## src/rtl/paddle_ctrl_pkg.sv

```systemverilog
// Shared Pong types: paddle movement states, direction codes, screen geometry.
package pong_pkg;

    localparam int SCREEN_H = 480;
    localparam int PADDLE_H = 80;

    typedef enum logic [1:0] {
        IDLE,
        SLOW,
        FAST
    } paddle_state_t;

    typedef enum logic [1:0] {
        NONE,
        UP,
        DOWN
    } dir_t;

    function automatic int step_px(paddle_state_t s, int slow, int fast);
        return (s == FAST) ? fast : slow;
    endfunction

endpackage

```

## src/rtl/paddle_ctrl_if.sv

```systemverilog
// Paddle controller bus: frame tick, buttons and freeze in; position and status out.
interface paddle_ctrl_if #(
    parameter int W = 10
);
    logic         tick;
    logic         up_n;
    logic         down_n;
    logic         freeze;
    logic [W-1:0] paddle_y;
    logic         up_press;
    logic         down_press;
    logic         moving;
    logic         fast;

    modport master (
        output tick, up_n, down_n, freeze,
        input  paddle_y, up_press, down_press, moving, fast
    );

    modport slave (
        input  tick, up_n, down_n, freeze,
        output paddle_y, up_press, down_press, moving, fast
    );
endinterface

```

## src/rtl/paddle_ctrl_btn_edge.sv

```systemverilog
// Registered press-edge detector for an active-low button level.
module btn_edge (
    input  logic CLOCK_50,
    input  logic reset_n,
    input  logic btn_n,
    output logic press
);
    logic prev_q;

    always_ff @(posedge CLOCK_50 or negedge reset_n) begin
        if (!reset_n) begin
            prev_q <= 1'b1;
            press  <= 1'b0;
        end else begin
            prev_q <= btn_n;
            press  <= prev_q & ~btn_n;
        end
    end
endmodule

```

## src/rtl/paddle_ctrl.sv

```systemverilog
// Paddle position controller with frame-locked movement.
// Define PADDLE_ACCEL_EN to enable hold-to-accelerate (FAST state).
module paddle_ctrl
    import pong_pkg::*;
#(
    parameter int W          = 10,
    parameter int Y_MIN      = 0,
    parameter int Y_MAX      = 400,
    parameter int Y_INIT     = 200,
    parameter int STEP_SLOW  = 2,
    parameter int STEP_FAST  = 6,
    parameter int HOLD_TICKS = 30
) (
    input logic          CLOCK_50,
    input logic          reset_n,
    paddle_ctrl_if.slave bus
);
    paddle_state_t state_q, state_d;
    dir_t          dir_q, dir_d, dir_in;
    logic [W-1:0]  y_q, y_d;
    logic [W:0]    step, y_sub, y_add;
    logic          up_btn, dn_btn;

`ifdef PADDLE_ACCEL_EN
    localparam int CW = (HOLD_TICKS > 1) ? $clog2(HOLD_TICKS) : 1;
    logic [CW-1:0] cnt_q, cnt_d;
`endif

    btn_edge u_up_edge (
        .CLOCK_50 (CLOCK_50),
        .reset_n  (reset_n),
        .btn_n    (bus.up_n),
        .press    (bus.up_press)
    );

    btn_edge u_dn_edge (
        .CLOCK_50 (CLOCK_50),
        .reset_n  (reset_n),
        .btn_n    (bus.down_n),
        .press    (bus.down_press)
    );

    assign up_btn = ~bus.up_n;
    assign dn_btn = ~bus.down_n;

    always_comb begin
        dir_in = NONE;
        unique case (1'b1)
            (up_btn & ~dn_btn): dir_in = UP;
            (dn_btn & ~up_btn): dir_in = DOWN;
            default:            dir_in = NONE;
        endcase
    end

    always_comb begin
        state_d = state_q;
        dir_d   = dir_q;
`ifdef PADDLE_ACCEL_EN
        cnt_d   = cnt_q;
`endif
        if (bus.freeze || dir_in == NONE) begin
            state_d = IDLE;
`ifdef PADDLE_ACCEL_EN
            cnt_d   = '0;
`endif
        end else if (state_q == IDLE || dir_in != dir_q) begin
            state_d = SLOW;
            dir_d   = dir_in;
`ifdef PADDLE_ACCEL_EN
            cnt_d   = '0;
`endif
        end
`ifdef PADDLE_ACCEL_EN
        else if (state_q == SLOW && bus.tick) begin
            if (cnt_q == CW'(HOLD_TICKS - 1)) begin
                state_d = FAST;
                cnt_d   = '0;
            end else begin
                cnt_d   = cnt_q + CW'(1);
            end
        end
`endif
    end

    // Move on the registered state; the new position shows next cycle.
    assign step  = (W+1)'(step_px(state_q, STEP_SLOW, STEP_FAST));
    assign y_sub = {1'b0, y_q} - step;
    assign y_add = {1'b0, y_q} + step;

    always_comb begin
        y_d = y_q;
        if (bus.tick && !bus.freeze && state_q != IDLE) begin
            unique case (dir_q)
                UP: begin
                    if ($signed(y_sub) < $signed((W+1)'(Y_MIN)))
                        y_d = W'(Y_MIN);
                    else
                        y_d = y_sub[W-1:0];
                end
                DOWN: begin
                    if (y_add > (W+1)'(Y_MAX))
                        y_d = W'(Y_MAX);
                    else
                        y_d = y_add[W-1:0];
                end
                default: y_d = y_q;
            endcase
        end
    end

    always_ff @(posedge CLOCK_50 or negedge reset_n) begin
        if (!reset_n) begin
            state_q <= IDLE;
            dir_q   <= NONE;
            y_q     <= W'(Y_INIT);
`ifdef PADDLE_ACCEL_EN
            cnt_q   <= '0;
`endif
        end else begin
            state_q <= state_d;
            dir_q   <= dir_d;
            y_q     <= y_d;
`ifdef PADDLE_ACCEL_EN
            cnt_q   <= cnt_d;
`endif
        end
    end

    assign bus.paddle_y = y_q;
    assign bus.moving   = (state_q != IDLE);
`ifdef PADDLE_ACCEL_EN
    assign bus.fast     = (state_q == FAST);
`else
    assign bus.fast     = 1'b0;
`endif

endmodule

```

## src/flat_wrapper.sv

```systemverilog
// flat-port wrapper written by rule: the top's interface ports become plain ports
module paddle_ctrl_flat import pong_pkg::*;
#(
    parameter int W          = 10,
    parameter int Y_MIN      = 0,
    parameter int Y_MAX      = 400,
    parameter int Y_INIT     = 200,
    parameter int STEP_SLOW  = 2,
    parameter int STEP_FAST  = 6,
    parameter int HOLD_TICKS = 30
)
  (CLOCK_50, reset_n, bus_tick, bus_up_n, bus_down_n, bus_freeze, bus_paddle_y, bus_up_press, bus_down_press, bus_moving, bus_fast);
  paddle_ctrl_if #(.W(W)) bus_i ();
  input logic CLOCK_50;
  input logic reset_n;
  input wire logic [$bits(bus_i.tick)-1:0] bus_tick;
  input wire logic [$bits(bus_i.up_n)-1:0] bus_up_n;
  input wire logic [$bits(bus_i.down_n)-1:0] bus_down_n;
  input wire logic [$bits(bus_i.freeze)-1:0] bus_freeze;
  output wire logic [$bits(bus_i.paddle_y)-1:0] bus_paddle_y;
  output wire logic [$bits(bus_i.up_press)-1:0] bus_up_press;
  output wire logic [$bits(bus_i.down_press)-1:0] bus_down_press;
  output wire logic [$bits(bus_i.moving)-1:0] bus_moving;
  output wire logic [$bits(bus_i.fast)-1:0] bus_fast;
  assign bus_i.tick = bus_tick;
  assign bus_i.up_n = bus_up_n;
  assign bus_i.down_n = bus_down_n;
  assign bus_i.freeze = bus_freeze;
  assign bus_paddle_y = bus_i.paddle_y;
  assign bus_up_press = bus_i.up_press;
  assign bus_down_press = bus_i.down_press;
  assign bus_moving = bus_i.moving;
  assign bus_fast = bus_i.fast;
  paddle_ctrl #(.W(W), .Y_MIN(Y_MIN), .Y_MAX(Y_MAX), .Y_INIT(Y_INIT), .STEP_SLOW(STEP_SLOW), .STEP_FAST(STEP_FAST), .HOLD_TICKS(HOLD_TICKS)) u_core (.CLOCK_50(CLOCK_50), .reset_n(reset_n), .bus(bus_i));
endmodule
```

## config.mk

```make
export PLATFORM = sky130hd
export DESIGN_NAME = paddle_ctrl_flat
export DESIGN_NICKNAME = d
export VERILOG_FILES = /design/src/rtl/paddle_ctrl_pkg.sv /design/src/rtl/paddle_ctrl_if.sv /design/src/rtl/paddle_ctrl_btn_edge.sv /design/src/rtl/paddle_ctrl.sv /design/src/flat_wrapper.sv
export SDC_FILE = /design/constraint.sdc
export NUM_CORES = 1
export LEC_CHECK = 0
export CAP_MARGIN = 25
export CORE_MARGIN = 2
export CORE_UTILIZATION = 35
export CTS_BUF_LIST = sky130_fd_sc_hd__clkbuf_8
export CTS_CLUSTER_DIAMETER = 50
export DETAILED_ROUTE_END_ITERATION = 8
export HOLD_SLACK_MARGIN = 0.08
export MAX_ROUTING_LAYER = met4
export PLACE_DENSITY = 0.52
export SLEW_MARGIN = 40
export SYNTH_ARGS = -nofsm -noshare
export SYNTH_HDL_FRONTEND = slang
export SYNTH_SLANG_ARGS = --single-unit
```

## constraint.sdc

```tcl
create_clock -name CLOCK_50 -period 2.7 [get_ports CLOCK_50]
set_clock_uncertainty 0.2 [all_clocks]
set_input_delay 0.81 -clock CLOCK_50 [delete_from_list [all_inputs] [get_ports CLOCK_50]]
set_output_delay 0.81 -clock CLOCK_50 [all_outputs]
set_load 0.05 [all_outputs]
```

==> flow_metrics.py <==
metrics = {
    "timing": {
        "tns_ns": 0,
        "tightestPinTransition_ns": 0.500,
        "hold_violations": 0,
        "rsz0062_at_grt": "false",
        "relSlewSlack_pct": 66.5,
        "setup_violations": 0,
        "post-route-min-period_ns": 2.57,
        "post-route-period-util_pct": 95.2,
        "drv_slew": 0,
        "fmax_mhz": 389,
    },
    "floorplanning": {
        "io_pins": 20,
        "core_area_um2": 3610,
        "initial_core_util_pct": 35.7,
        "die-height_um": 64.7,
        "die-area_um2": 4180,
        "fp-row-count": 22,
        "die_x_um": 64.7,
    },
    "drt": {
        "detail-route-antenna-nets": 0,
        "remaining_drc_errors": 0,
        "routed_wl_mm": 2.75,
        "dr.pass1.iters": 4,
        "wl_per_cell_um": 13.4,
        "via_per_inst": 5.28,
        "vias": 1083,
        "first_iter_violations": 29,
    },
    "synth": {
        "synth.distinct_cells": 51,
        "synth_mux_area_share_pct": 1.65,
        "synth_compound_area_share_pct": 25.0,
        "synthAdderAreaFrac_pct": 4.85,
        "syn_area_um2": 1290,
        "synth.top_cells.by_area": "dfrtp_1 (21%), dfstp_2 (10%), ha_1 (4.9%)",
        "ys_seq_area_share_pct": 31.6,
        "syn_area_per_cell_um2": 9.01,
        "synth_xor_area_share_pct": 2.04,
        "synth_warnings": 0,
        "synthSimpleGateAreaFrac_pct": 25.2,
        "synth_top_cell_by_area": "dfrtp_1",
        "synth_top_area_share_pct": 21.4,
        "ys_ff_latch": 16,
        "synth_top_family_by_area": "simple AND/OR/NAND/NOR gates",
        "synthCells": 143,
    },
    "min_path": {
        "hold-path-endpoint": "u_core.u_up_edge.press",
        "min_path_type": "reg2reg",
        "hp-start": "u_core.u_up_edge.prev_q",
        "hold_depth": 1,
    },
    "cells_and_area": {
        "fillCellCount": 364,
        "drive_gt1_share_pct": 24.2,
        "nets": 169,
        "diodes": 0,
        "area_delta_synth_final_pct": 16.8,
        "fin_cells": 205,
    },
    "pwr": {
        "power.leakage_nw": 0.587,
        "pwr_density_cell_nw_per_um2": 878,
        "ir_drop_uv": 366,
        "power_mw": 1.32,
    },
    "critical_path": {
        "path_max_fanout": 8,
        "worstSetupPathType": "reg2out",
        "cp_data_required_time_ns": 1.69,
        "path_cells": "clkdlybuf4s50_1",
        "path_buf_inv": 1,
        "critPathMaxStageDelay_ns": 0.85,
        "cp-end-kind": "output pin",
        "r2r_slack_ns": 0.31,
        "cp-start-kind": "flop",
        "r2r-start": "u_core.bus.paddle_y[1]",
        "crit_arrival_ns": 1.56,
        "reg2reg_depth": 7,
        "worstReg2RegEnd": "u_core.bus.paddle_y[2]",
        "cpLargestDelayFamily": "buffers and inverters",
        "cp_slowest_cell": "clkdlybuf4s50_1",
    },
    "clocking": {
        "clk_pin_slew_ns": 0.07,
        "htree_levels": 1,
        "cts_setup_buffers": 0,
        "cts_root_buf": "clkbuf_8",
        "cts_tree": "done",
        "cts.sink_count": 16,
        "clockBufferDepth": 2,
        "insertion_delay_ns": 0.25,
        "cts_buffers": 3,
        "holdBufCountCts": 0,
        "ctsResizeCount": 0,
    },
    "global_routing": {
        "grt_max_degree": 19,
        "grt_overflow_total": 0,
        "grt_pass1_vias": 1025,
        "track_usage_pct": 14.7,
        "grt_pass1_wl_mm": 4.75,
        "grt_antenna_before_repair": 0,
    },
    "status": {
        "outcome": "complete, no violations",
    },
    "placement": {
        "place_congestion": 0.828,
        "numPortBuffers": 17,
        "dp_hpwl_mm": 2.14,
        "dpl.cell_count": 201,
    },
    "run": {
        "drv_cap": 0,
    },
}
[routing by layer]
layer	GRT usage, %	routed length (µm)	vias up
met1	18.1	1270	514
li1	-	-	549
met3	1.74	71	2
met5	-	0	-
met4	4.79	17	0
met2	25.1	1390	18
[Yosys cell counts, drive strengths merged]
library cell	number
a2111oi	1
a22oi	1
or3	1
a21oi	9
nand2	11
nand4bb	1
xnor2	3
conb	1
or2	2
and3	4
o211ai	3
mux2	1
o2111ai	1
nor2	8
dfrtp	11
nor4bb	1
mux2i	1
and2	4
buf	9
a32oi	2
o32ai	2
nand3	5
dfstp	5
nor3	5
clkbuf	4
and4	1
a21o	2
a31oi	6
nor4	3
inv	8
o21bai	1
nand4	3
o221ai	1
a41o	1
ha	5
o31ai	2
a311oi	1
nor2b	2
nand2b	1
o21ai	10
[cells by family after synthesis]
logic type | count (synthesis)
AND/OR/NAND/NOR | 52
flip-flops | 16
buffers and inverters | 21
adder cells (fa/ha/maj) | 5
multiplexers | 2
XOR/XNOR | 3
other | 1
AO/OA/AOI/OAI | 43
[placed cells by master, fill, tap and decap left out, types with 2 or more instances in the layout]
cell / count
ha_1: 5
inv_1: 7
and3_1: 2
o211ai_1: 3
or2_2: 2
xnor2_1: 3
nand3_1: 5
dfrtp_1: 11
nand4_1: 2
and3_4: 2
a32oi_1: 2
buf_4: 13
dfstp_2: 5
clkbuf_8: 4
nor3_1: 4
a31oi_1: 6
o32ai_4: 2
a21oi_1: 9
and2_1: 3
conb_1: 2
clkdlybuf4s50_1: 9
nor4_1: 2
nor2b_1: 2
o21ai_0: 9
nand2_1: 10
a21o_1: 2
nor2_1: 8
[sequential cells by signal (all words and copies together), names as in the netlist]
name / flops
u_core.u_up_edge.prev_q: 1
u_core.u_up_edge.press: 1
u_core.u_dn_edge.prev_q: 1
u_core.dir_q: 2
u_core.bus.paddle_y: 9
u_core.state_q: 1
u_core.u_dn_edge.press: 1
[area by class of cell]
type	count	area [µm²]	share of cell area, %
clock buffers	4	55.1	3.66
inverters	8	30.0	2.00
multi-input cells	107	766	50.9
flip-flops and latches	16	407	27.0
well taps	48	60.1	3.99
repair buffers	22	188	12.5
[where the power goes]
part	leakage, nW	internal, mW	switching (mW)
registers	0.194	0.304	0.162
logic	0.364	0.241	0.405
clock network	0.0288	0.129	0.0800
total	0.587	0.674	0.647
[worst max path at each step]
stage	start	end	slack [ns]	depth (start not counted)
2_1_floorplan	u_core.bus.paddle_y[2]	u_core.bus.paddle_y[2]	0.27	7
3_3_place_gp	bus_down_n	u_core.dir_q[1]	0.24	5
3_5_place_dp	bus_down_n	u_core.dir_q[1]	0.21	5
4_1_cts	u_core.bus.paddle_y[2]	bus_paddle_y[2]	0.12	1
5_1_grt	u_core.bus.paddle_y[2]	bus_paddle_y[2]	0.08	1
6_report	u_core.bus.paddle_y[2]	bus_paddle_y[2]	0.13	1
[stage by stage]
step	setup slack (ns)	hold WS [ns]	util (%)	cell area [µm²]
finish	0.131	0.311	41.7	1510
floorplan	0.274	0.285	-	1290
global route	0.0815	0.325	41.7	1510
global placement	0.235	0.298	40.2	1450
CTS	0.119	0.315	41.7	1510
detailed placement	0.212	0.306	40.2	1450
Note: power is estimated with default switching activity, not from simulation.
